File: src/rtl/sa_pkg.sv
// Shared types and defaults for the systolic-array edge feeder.
package sa_pkg;

    localparam int SA_WIDTH = 4;
    localparam int SA_N     = 4;

    typedef logic slot_t;

    typedef enum logic {
        EMPTY = 1'b0,
        FULL  = 1'b1
    } bank_state_t;

    function automatic int drain_cycles(input int n);
        return 2 * n;
    endfunction

endpackage

File: src/rtl/sa_skew_line.sv
// DEPTH-stage delay line carrying {data, slot, val}; one instance per array row.
module sa_skew_line
    import sa_pkg::*;
#(
    parameter int WIDTH = SA_WIDTH,
    parameter int DEPTH = 1
) (
    input  logic             clk,
    input  logic             rst_n,
    input  logic [WIDTH-1:0] in_data,
    input  slot_t            in_slot,
    input  logic             in_val,
    output logic [WIDTH-1:0] out_data,
    output slot_t            out_slot,
    output logic             out_val
);

    typedef struct packed {
        logic [WIDTH-1:0] data;
        slot_t            slot;
        logic             val;
    } stage_t;

    stage_t stage_q [DEPTH];
    stage_t stage_d [DEPTH];

    always_comb begin
        stage_d[0] = '{data: in_data, slot: in_slot, val: in_val};
        for (int i = 1; i < DEPTH; i++) begin
            stage_d[i] = stage_q[i-1];
        end
    end

    // NOTE: every stage is reset, not just the valid bit, so a reset leaves no stale slot or data on the row.
    always_ff @(posedge clk) begin
        if (!rst_n) begin
            for (int i = 0; i < DEPTH; i++) begin
                stage_q[i] <= '0;
            end
        end else begin
            // NOTE: non-blocking updates make all stages shift together on the same edge.
            stage_q <= stage_d;
        end
    end

    assign out_data = stage_q[DEPTH-1].data;
    assign out_slot = stage_q[DEPTH-1].slot;
    assign out_val  = stage_q[DEPTH-1].val;

endmodule

File: src/rtl/sa_edge_feeder.sv
// Edge injector for the weight-stationary array: double-buffered weight load plus skewed activations.
// Optional performance counters are built when SA_EDGE_FEEDER_PERF_EN is defined.
module sa_edge_feeder
    import sa_pkg::*;
#(
    parameter int WIDTH = SA_WIDTH,
    parameter int N     = SA_N,
    parameter int DRAIN = drain_cycles(N)
) (
    input  logic               clk,
    input  logic               rst_n,
    input  logic               w_valid,
    output logic               w_ready,
    input  logic [N*WIDTH-1:0] w_data,
    input  logic               x_valid,
    output logic               x_ready,
    input  logic [N*WIDTH-1:0] x_data,
    input  logic               x_last,
    output logic [N*WIDTH-1:0] b_data,
    output logic [N-1:0]       b_slot,
    output logic [N-1:0]       b_val,
    output logic [N*WIDTH-1:0] a_data,
    output logic [N-1:0]       a_slot,
    output logic [N-1:0]       a_val
`ifdef SA_EDGE_FEEDER_PERF_EN
    ,
    output logic [31:0]        perf_vec,
    output logic [31:0]        perf_xstall,
    output logic [31:0]        perf_wstall
`endif
);

    localparam int BW = (N > 1) ? $clog2(N) : 1;
    localparam int DW = $clog2(DRAIN + 1);

    slot_t              load_slot_q, load_slot_d;
    slot_t              act_slot_q,  act_slot_d;
    bank_state_t        bank_q [2];
    bank_state_t        bank_d [2];
    logic [BW-1:0]      beat_cnt_q,  beat_cnt_d;
    logic [DW-1:0]      drain_cnt_q, drain_cnt_d;
    logic [N*WIDTH-1:0] b_data_q,    b_data_d;
    logic [N-1:0]       b_slot_q,    b_slot_d;
    logic [N-1:0]       b_val_q,     b_val_d;

    logic w_fire;
    logic x_fire;

    // The drain window keeps a released bank intact until its skewed activations have left the grid.
    assign w_ready = (bank_q[load_slot_q] == EMPTY) && (drain_cnt_q == '0);
    assign x_ready = (bank_q[act_slot_q] == FULL);
    assign w_fire  = w_valid && w_ready;
    assign x_fire  = x_valid && x_ready;

    always_comb begin
        // NOTE: every variable gets a hold default first so no path infers a latch.
        load_slot_d = load_slot_q;
        act_slot_d  = act_slot_q;
        bank_d      = bank_q;
        beat_cnt_d  = beat_cnt_q;
        drain_cnt_d = drain_cnt_q;
        b_data_d    = b_data_q;
        b_slot_d    = b_slot_q;
        b_val_d     = '0;

        if (drain_cnt_q != '0) begin
            drain_cnt_d = drain_cnt_q - 1'b1;
        end

        if (w_fire) begin
            b_val_d  = '1;
            b_data_d = w_data;
            b_slot_d = {N{load_slot_q}};
            if (beat_cnt_q == BW'(N - 1)) begin
                beat_cnt_d          = '0;
                bank_d[load_slot_q] = FULL;
                load_slot_d         = ~load_slot_q;
            end else begin
                beat_cnt_d = beat_cnt_q + 1'b1;
            end
        end

        // A final beat and x_last in one cycle always address opposite banks, so both updates stand.
        if (x_fire && x_last) begin
            bank_d[act_slot_q] = EMPTY;
            act_slot_d         = ~act_slot_q;
            drain_cnt_d        = DW'(DRAIN);
        end
    end

    always_ff @(posedge clk) begin
        if (!rst_n) begin
            load_slot_q <= 1'b0;
            act_slot_q  <= 1'b0;
            bank_q[0]   <= EMPTY;
            bank_q[1]   <= EMPTY;
            beat_cnt_q  <= '0;
            drain_cnt_q <= '0;
            b_data_q    <= '0;
            b_slot_q    <= '0;
            b_val_q     <= '0;
        end else begin
            load_slot_q <= load_slot_d;
            act_slot_q  <= act_slot_d;
            bank_q      <= bank_d;
            beat_cnt_q  <= beat_cnt_d;
            drain_cnt_q <= drain_cnt_d;
            b_data_q    <= b_data_d;
            b_slot_q    <= b_slot_d;
            b_val_q     <= b_val_d;
        end
    end

    assign b_data = b_data_q;
    assign b_slot = b_slot_q;
    assign b_val  = b_val_q;

    for (genvar r = 0; r < N; r++) begin : g_row
        logic [WIDTH-1:0] row_data;
        slot_t            row_slot;

        // Bubbles enter as all-zero so idle stages carry neither data nor a slot tag.
        assign row_data = x_fire ? x_data[r*WIDTH +: WIDTH] : '0;
        assign row_slot = x_fire ? act_slot_q : 1'b0;

        sa_skew_line #(
            .WIDTH (WIDTH),
            .DEPTH (r + 1)
        ) u_skew (
            .clk      (clk),
            .rst_n    (rst_n),
            .in_data  (row_data),
            .in_slot  (row_slot),
            .in_val   (x_fire),
            .out_data (a_data[r*WIDTH +: WIDTH]),
            .out_slot (a_slot[r]),
            .out_val  (a_val[r])
        );
    end

`ifdef SA_EDGE_FEEDER_PERF_EN
    logic [31:0] perf_vec_q,    perf_vec_d;
    logic [31:0] perf_xstall_q, perf_xstall_d;
    logic [31:0] perf_wstall_q, perf_wstall_d;

    always_comb begin
        perf_vec_d    = perf_vec_q;
        perf_xstall_d = perf_xstall_q;
        perf_wstall_d = perf_wstall_q;
        if (x_fire && (perf_vec_q != '1)) begin
            perf_vec_d = perf_vec_q + 1'b1;
        end
        if (x_valid && !x_ready && (perf_xstall_q != '1)) begin
            perf_xstall_d = perf_xstall_q + 1'b1;
        end
        if (w_valid && !w_ready && (perf_wstall_q != '1)) begin
            perf_wstall_d = perf_wstall_q + 1'b1;
        end
    end

    always_ff @(posedge clk) begin
        if (!rst_n) begin
            perf_vec_q    <= '0;
            perf_xstall_q <= '0;
            perf_wstall_q <= '0;
        end else begin
            perf_vec_q    <= perf_vec_d;
            perf_xstall_q <= perf_xstall_d;
            perf_wstall_q <= perf_wstall_d;
        end
    end

    assign perf_vec    = perf_vec_q;
    assign perf_xstall = perf_xstall_q;
    assign perf_wstall = perf_wstall_q;
`endif

endmodule

File: config.mk
export PLATFORM = sky130hd
export DESIGN_NAME = sa_edge_feeder
export DESIGN_NICKNAME = d
export VERILOG_FILES = /design/src/rtl/sa_pkg.sv /design/src/rtl/sa_skew_line.sv /design/src/rtl/sa_edge_feeder.sv
export SDC_FILE = /design/constraint.sdc
export NUM_CORES = 1
export LEC_CHECK = 0
export CORE_UTILIZATION = 46
export CTS_BUF_LIST = sky130_fd_sc_hd__clkbuf_8 sky130_fd_sc_hd__clkbuf_16
export DETAILED_ROUTE_END_ITERATION = 10
export GPL_TIMING_DRIVEN = 0
export PLACE_DENSITY = 0.82
export SLEW_MARGIN = 10
export SYNTH_ARGS = -nofsm -noshare
export SYNTH_HDL_FRONTEND = slang
export SYNTH_SLANG_ARGS = --single-unit
File: constraint.sdc
create_clock -name clk -period 2.05 [get_ports clk]
set_input_delay 0.205 -clock clk [delete_from_list [all_inputs] [get_ports clk]]
set_output_delay 0.205 -clock clk [all_outputs]
set_load 0.03 [all_outputs]
# [After elaboration in Yosys (flattened, before gate mapping)]
# Index checks and enable logic that the tools add are counted.
[totals] input_bits=37 output_inout_bits=50 word_cells=73 reg_bits=79
[op_classes] bitwise_logic=9 n_eq_ne=1 addsub=2 order_cmp=4 reduce_logical=12 muxes=17
[ops] cell="2-to-1 mux 4 bit" n=3
[ops] cell="2-to-1 mux 1 bit" n=8
[ops] cell="2-to-1 mux 2 bit" n=4
[ops] cell="logical AND 1 bit" n=6
[ops] cell="greater-or-equal comparator 2 bit (second input constant)" n=2
[ops] cell="zero test 4 bit" n=1
[ops] cell="less-than comparator 2 x 1 -> 1 bit (second input constant)" n=2
[ops] cell="NOT 1 bit" n=4
[ops] cell="NOT 1 -> 2 bit" n=2
[ops] cell="AND reduction 2 bit" n=2
[ops] cell="nonzero test 4 bit" n=1
[ops] cell="subtractor 4 x 1 -> 4 bit (second input constant)" n=1
[ops] cell="adder 2 x 1 -> 2 bit (second input constant)" n=1
[ops] cell="bitwise AND 2 bit" n=1
[ops] cell="demux 1 bit (select 1 bit)" n=2
[ops] cell="equality test 2 bit (second input constant)" n=1
[ops] cell="NOT 2 bit" n=1
[ops] cell="bitwise OR 2 bit" n=1
[ops] cell="nonzero test 2 bit" n=1
[ops] cell="OR reduction 2 bit" n=1

# [Longest topological paths before layout]
# Gate-level depths: netlist of the first run.
[logic_depth] depth_word=10 ltp_mapped=7 ltp_nobuf=5

# [By module]
# From an unflattened synthesis of the first run, not the netlist that was laid out.
[hier_totals] cells_unflattened=291 area_unflattened_um2=3230.6
[modules_own_cells] mod="sa_edge_feeder" n_inst=1 seq_area_each_um2=560.5 cells_per_inst=167 area_per_inst_um2=1559.0
[modules_own_cells] mod="sa_skew_line (g_row[3].u_skew)" n_inst=1 seq_area_each_um2=480.5 cells_per_inst=50 area_per_inst_um2=675.6
[modules_own_cells] mod="sa_skew_line (g_row[2].u_skew)" n_inst=1 seq_area_each_um2=360.3 cells_per_inst=37 area_per_inst_um2=501.7
[modules_own_cells] mod="sa_skew_line (g_row[1].u_skew)" n_inst=1 seq_area_each_um2=240.2 cells_per_inst=25 area_per_inst_um2=336.6
[modules_own_cells] mod="sa_skew_line (g_row[0].u_skew)" n_inst=1 seq_area_each_um2=120.1 cells_per_inst=12 area_per_inst_um2=157.7

# [Worst setup path before layout of the first run]
# OpenSTA, ideal clock, no wires.
[synth_timing] path_kind="flip-flop to output port" start="reg drain_cnt_q[0]" end="out w_ready" setup_slack_ns=0.227 arrival_time_ns=1.618 n_path_buf=2 stages_incl_launch_ff=7 required_time_ns=1.845 cell_sequence="dfxtp_1 -> inv_1 -> ha_1 -> or3b_1 -> buf_6 -> buf_8 -> nor2_1"
[synth_between] elab_chain_len=2
[synth_lines] item="from (decl)" line="sa_edge_feeder.sv:41" source="logic [DW-1:0] drain_cnt_q, drain_cnt_d;"
[synth_lines] item="from (signal assigned)" line="sa_edge_feeder.sv:107" source="drain_cnt_q <= drain_cnt_d;"
[synth_lines] item="zero test 4 bit" line="sa_edge_feeder.sv:50" source="assign w_ready = (bank_q[load_slot_q] == EMPTY) && (drain_cnt_q == '0);"
[synth_lines] item="logical AND 1 bit" line="sa_edge_feeder.sv:50"
[synth_lines] item="to (decl)" line="sa_edge_feeder.sv:13" source="output logic w_ready,"
# No other way between the ends.

# [Worst setup path in the final report of the first run]
# Same ends and word-level chain as after synthesis.

==> results of run 1 <==
[metrics by stage]
step	total power, W	setup WS (ns)
2_1_floorplan	0.002713	0.2267
3_3_place_gp	0.003125	-0.2053
3_5_place_dp	0.003154	-0.2154
4_1_cts	0.004354	0.03311
5_1_grt	0.004610	0.009825
6_report	0.004396	0.09969
[layout make-up]
type	count	area, um^2	share of cell area (%)
tap	75	93.84	2.354
sequential	76	1523	38.20
buffer	33	227.7	5.712
inverter	7	26.28	0.6591
timing repair buffer	89	880.8	22.10
multi-input combinational	143	1021	25.61
clock buffer	9	123.9	3.107
clock inverter	6	90.09	2.260
[sequential cells by signal (all words and copies together), names as in the netlist]
register               cells
g_row.u_skew.stage_d      28
b_data                    16
g_row.u_skew.out_data     16
drain_cnt_q                4
bank_q                     2
beat_cnt_q                 2
g_row.u_skew.out_slot      2
g_row.u_skew.out_val       2
act_slot_q                 1
b_slot                     1
b_val                      1
load_slot_q                1
[cell families after synthesis]
group                    synth area share, %
AND/OR/NAND/NOR                        18.68
adder cells (fa/ha/maj)                1.341
XOR/XNOR                              0.3128
flip-flops                             54.33
buffers and inverters                  9.473
AO/OA/AOI/OAI                          14.21
multiplexers                           1.653
[path summary, 6_finish.rpt]
check	startpoint	end	slack [ns]	depth (start not counted)
max	drain_cnt_q[0]	w_ready	0.1	6
min	x_data[6]	g_row[1].u_skew.stage_d[4]	0.42	2
max reg2reg	drain_cnt_q[0]	b_data[10]	0.30	7
min reg2reg	g_row[2].u_skew.stage_d[3]	g_row[2].u_skew.out_data[1]	0.43	1
[timing repair]
action | in CTS | in global routing
pin swaps | 1 | 0
setup endpoints to repair | 1 | 1
cloned | 0 | 0
buffers inserted | 1 | 2
gates resized for setup | 11 | 1
hold buffers | 0 | 0
[power by group through the flow]
| stage | combinational [W] | sequential, W | clock [W] |
|---|---|---|---|
| after global placement | 0.00140 | 0.00172 | 0 |
| final | 0.00148 | 0.00170 | 0.00121 |
| after global routing | 0.00157 | 0.00172 | 0.00132 |
| after CTS | 0.00142 | 0.00170 | 0.00123 |
| after floorplan | 0.000855 | 0.00186 | 0 |
| after detailed placement | 0.00143 | 0.00173 | 0 |
[cell usage after synthesis (all sizes together)]
library cell	instances
a211oi	1
a21oi	24
a31o	1
a41oi	1
and2	48
and3	1
buf	26
clkbuf	8
dfxtp	76
ha	3
inv	7
mux2	2
mux2i	2
nand2	2
nand2b	1
nand3	1
nand3b	1
nand4	20
nor2	6
nor2b	1
nor3	1
nor3b	1
nor4	1
o21ai	1
o31ai	20
o41ai	1
or2b	1
or3b	1
xnor2	1
[layer usage]
| layer | vias up | global-route usage (%) |
|---|---|---|
| met1 | 996 | 21.22 |
| li1 | 1076 | - |
| met4 | 0 | 7.500 |
| met5 | - | 0 |
| met3 | 6 | 5.829 |
| met2 | 66 | 31.88 |
[critical path, delay by kind of cell, from the launching register on]
| kind | cells | cell delay [ns] |
|---|---|---|
| and+or+nand+nor | 2 | 0.51 |
| buffers and inverters | 3 | 0.40 |
| DFF | 1 | 0.32 |
| adders and majority gates | 1 | 0.18 |
==> out/summary.txt, run 1 <==
PD cells: 1103 nW/um^2
DR WL met3: 331 um
Logic gate share of total power: 33.7%
IO buf count: 86
Post-DP HPWL: 4009 um
Post-synthesis sequential area ratio: 54.33%
Met1 Wirelength: 2412 um
CP max-delay cell: or3b_4
Core ar.: 5886 um^2
Critical path, cell by cell: inv_2 > ha_2 > or3b_4 > buf_8 > nor2_2 > buf_4
# DRC: 0
Hold Fails Final Rpt: 0
Clock transition at path regs: 0.08 ns
Largest area contributor in the netlist: dfxtp_1
Inserted Diodes: 0
Nature of the critical path startpoint: flip-flop
Final Util: 67.73%
Worst EP required: 1.85 ns
Endpoint class of the critical path: output pin
Worst Path Arrival: 1.75 ns
Row count: 28
Final setup fails: 0
Root buffer cell: clkbuf_8
Placed insts: 421
Synth warnings: 0
Sw Pwr: 0.001431 W
Cell Int Power: 0.002965 W
Clock Sink Count: 76
DR vias: 2,144
Final period util: 95.14%
Share of cells above drive strength 1: 19.28%
Mapped Nets: 300
Final #Nets: 399
Post-route ant nets: 0
Worst Skew: 0.01153 ns
Fmax: 512.7 MHz
First-pass GRT wire length: 9025 um
Top cells by area, synth: dfxtp_1 (54%), and2_1 (11%), o31ai_2 (6.7%)
Initial antenna violation count: 0
Total wire length: 5698 um
Slew @ Worst Pin: 0.4723 ns
H-tree depth: 3
Largest net degree at the start of global routing: 14
Die height: 80.02 um
DRC marker count from the first detailed-route iteration: 31
Mapped cell area: 2800 um^2
Status: finished clean
Total congestion overflow: 0
Time the worst path needs with I/O delays and setup: 1.950 ns
Initial Util: 47.58%
Leak pwr: 1.518 nW
P&R area growth vs syn: 42.36%
Synth Instances: 260
CTS max path bufs: 2
Max Cap Viol: 0
Placement-stage cell area: 3755 um^2
Clk_lat worst skew: 0.34 ns
Gpl congestion: 0.7537
Final non-filler cell total: 438
Via/cell ratio: 4.895
FILL cells: 488
Leading cell types in the layout, fill and taps excluded: clkdlybuf4s50_1 (85), dfxtp_1 (75), and2_1 (48)
Average wire per standard cell: 13.01 um
Post-synth cell types: 36
DR WL met2: 2909 um
DRT Pass-1 Iters: 4
Top sig layer: met4
Sequential share of power: 38.7%
Avg Cell Area, Syn: 10.77 um^2
Num CTS Buffers: 9
Crit path max fanout: 10
Vias in the first global route: 2,025
Count of boundary I/O pins: 87
Commonest non-fill, non-tap cell in the layout: clkdlybuf4s50_1
Max Slew Vio Count: 0
Sw Share: 32.54%
Die Wd: 80.02 um
RSZ-0062 raised after global routing: no
Top cell type's share of synthesized area: 54.33%
#FFs+latches synth: 76
Worst hold path class: in2reg
Die area: 6403 um^2
Clk pwr share: 27.6%
CTS tree: built
Fin area: 3986 um^2
Worst vdd ir: 0.0008764 V
Largest stage delay, worst path: 0.41 ns
Min Hold Slack: 0.4165 ns
Relative slew slack: 68.51%
GRT Overall Usage: 18.55%
Fin Setup TNS: 0 ns
Worst Setup Path Type: reg2out
No activity file was read; power rests on OpenSTA's default activity.
==> inputs of run 2 (changes only) <==
GPL_ROUTABILITY_DRIVEN = 0   (was unset)
PLACE_DENSITY = 0.9   (was 0.82)
==> run 2 against run 1 <==
Against the previous run: register-to-register slack worse by 0.02 ns; worst hold slack worse by 0.010 ns; design area is 0.47% lower; final cell count is 0.23% higher; die area stayed put; sequential power hardly changed; count of clock-buffer cells in the layout stayed put; critical path depth is 1 higher; combinational power hardly changed.
==> out/summary.txt, run 2 (same netlist as run 1, synthesis figures left out) <==
Status: finished clean
Relative slew slack: 68.16%
Beginning of the critical path: drain_cnt_q[0]
Root buffer cell: clkbuf_8
Vias in the first global route: 2,079
Worst Setup Path Type: reg2out
Commonest non-fill, non-tap cell in the layout: clkdlybuf4s50_1
Clk_lat worst skew: 0.35 ns
Total wire length: 5935 um
Die height: 80.02 um
Num CTS Buffers: 9
DRT Pass-1 Iters: 4
Logic gate share of total power: 35.1%
Crit path max fanout: 10
Total congestion overflow: 0
Die Wd: 80.02 um
PD cells: 1071 nW/um^2
Max Slew Vio Count: 0
Sw Pwr: 0.001498 W
Row count: 28
Largest stage delay, worst path: 0.35 ns
Largest register FFs: 28
Fin Setup TNS: 0 ns
Final setup fails: 0
DR vias: 2,205
Worst EP required: 1.85 ns
CTS max path bufs: 2
Core ar.: 5886 um^2
Post-DP HPWL: 4221 um
Final period util: 96.34%
Inserted Diodes: 0
Final Util: 67.41%
Hold Fails Final Rpt: 0
Count of boundary I/O pins: 87
Sequential share of power: 40.1%
Leading cell types in the layout, fill and taps excluded: clkdlybuf4s50_1 (85), dfxtp_1 (74), and2_1 (48)
Register area: 1524 um^2
Post-CTS Hold Fix Bufs: 0
Nature of the critical path startpoint: flip-flop
First-pass GRT wire length: 9294 um
Max Cap Viol: 0
Placed insts: 421
Hold path startpoint: x_data[8]
P&R area growth vs syn: 41.69%
RSZ-0062 raised after global routing: no
Largest net degree at the start of global routing: 16
Die area: 6403 um^2
Final #Nets: 399
IO buf count: 86
Footprint of the multi-input gates: 1026 um^2
Worst vdd ir: 0.0005926 V
Worst hold path class: in2reg
FILL cells: 441
Time the worst path needs with I/O delays and setup: 1.975 ns
Final non-filler cell total: 439
Endpoint class of the critical path: output pin
Average wire per standard cell: 13.52 um
Share of cells above drive strength 1: 19.23%
Clk pwr share: 24.8%
Fmax: 506.3 MHz
Worst Path Arrival: 1.77 ns
H-tree depth: 3
Initial antenna violation count: 0
Fin area: 3968 um^2
GRT Overall Usage: 19.20%
Placement-stage cell area: 3755 um^2
Critical path, cell by cell: inv_4 > ha_4 > or3b_1 > buf_6 > buf_8 > nor2_1 > buf_4
Initial Util: 47.58%
Clock transition at path regs: 0.09 ns
Post-route ant nets: 0
DRC marker count from the first detailed-route iteration: 42
Cell Int Power: 0.002751 W
Sw Share: 35.26%
Worst Skew: 0.006981 ns
# DRC: 0
Reg2Reg Launch Point: drain_cnt_q[0]
Leak pwr: 1.510 nW
CTS tree: built
Clock Sink Count: 76
Slew @ Worst Pin: 0.4776 ns
Pwr Total: 0.004249 W
Via/cell ratio: 5.023
CP max-delay cell: or3b_1
[run 2: power by group through the flow]
stage | Sequential (W) | Clock, W | Combinational, W
2_1_floorplan | 0.00186 | 0 | 0.000855
3_3_place_gp | 0.00172 | 0 | 0.00138
3_5_place_dp | 0.00173 | 0 | 0.00142
4_1_cts | 0.00170 | 0.00107 | 0.00147
5_1_grt | 0.00172 | 0.00114 | 0.00160
6_report | 0.00171 | 0.00105 | 0.00149
[run 2: path summary, 6_finish.rpt]
check | slack [ns] | cells past startpoint | to
worst max-delay path | 0.08 | 7 | w_ready
worst min-delay path | 0.41 | 2 | g_row[2].u_skew.stage_d[8]
worst max register to register | 0.28 | 8 | b_data[7]
worst min register to register | 0.43 | 1 | g_row[3].u_skew.out_data[3]
[run 2: area by class of cell]
cell class,instances,share of cell area [%]
Multi-Input combinational cell,143,25.86
Inverter,7,0.7253
Timing Repair Buffer,88,22.01
Tap cell,75,2.365
Clock buffer,9,3.122
Sequential cell,76,38.41
Buffer,34,6.023
Clock inverter,7,1.482
[run 2: repair_timing]
action | 4_1_cts | 5_1_grt
resized for setup | 9 | 4
setup endpoints to repair | 1 | 1
pin swaps | 0 | 0
setup buffers | 2 | 0
cloned | 0 | 0
[run 2: per-layer routing]
metal	up-vias	GRT usage [%]	wire length [um]
li1	1080	-	-
met1	1044	21.83	2457
met2	71	32.82	3056
met3	10	5.257	324
met5	-	0	0
met4	0	9.643	97
[run 2: per-stage QoR]
step	setup WS, ns	hold slack (ns)
final	0.07507	0.4060
after global routing	0.009243	0.3979
after CTS	0.02627	0.4007
after detailed placement	-0.1949	0.4179
after global placement	-0.1696	0.4138
after floorplan	0.2267	0.3267
[run 2: critical path: cells and delay by family (launching register included)]
kind,cells,cell delay (ns)
DFF,1,0.34
and+or+nand+nor,2,0.45
adders and majority gates,1,0.13
buffers and inverters,4,0.49
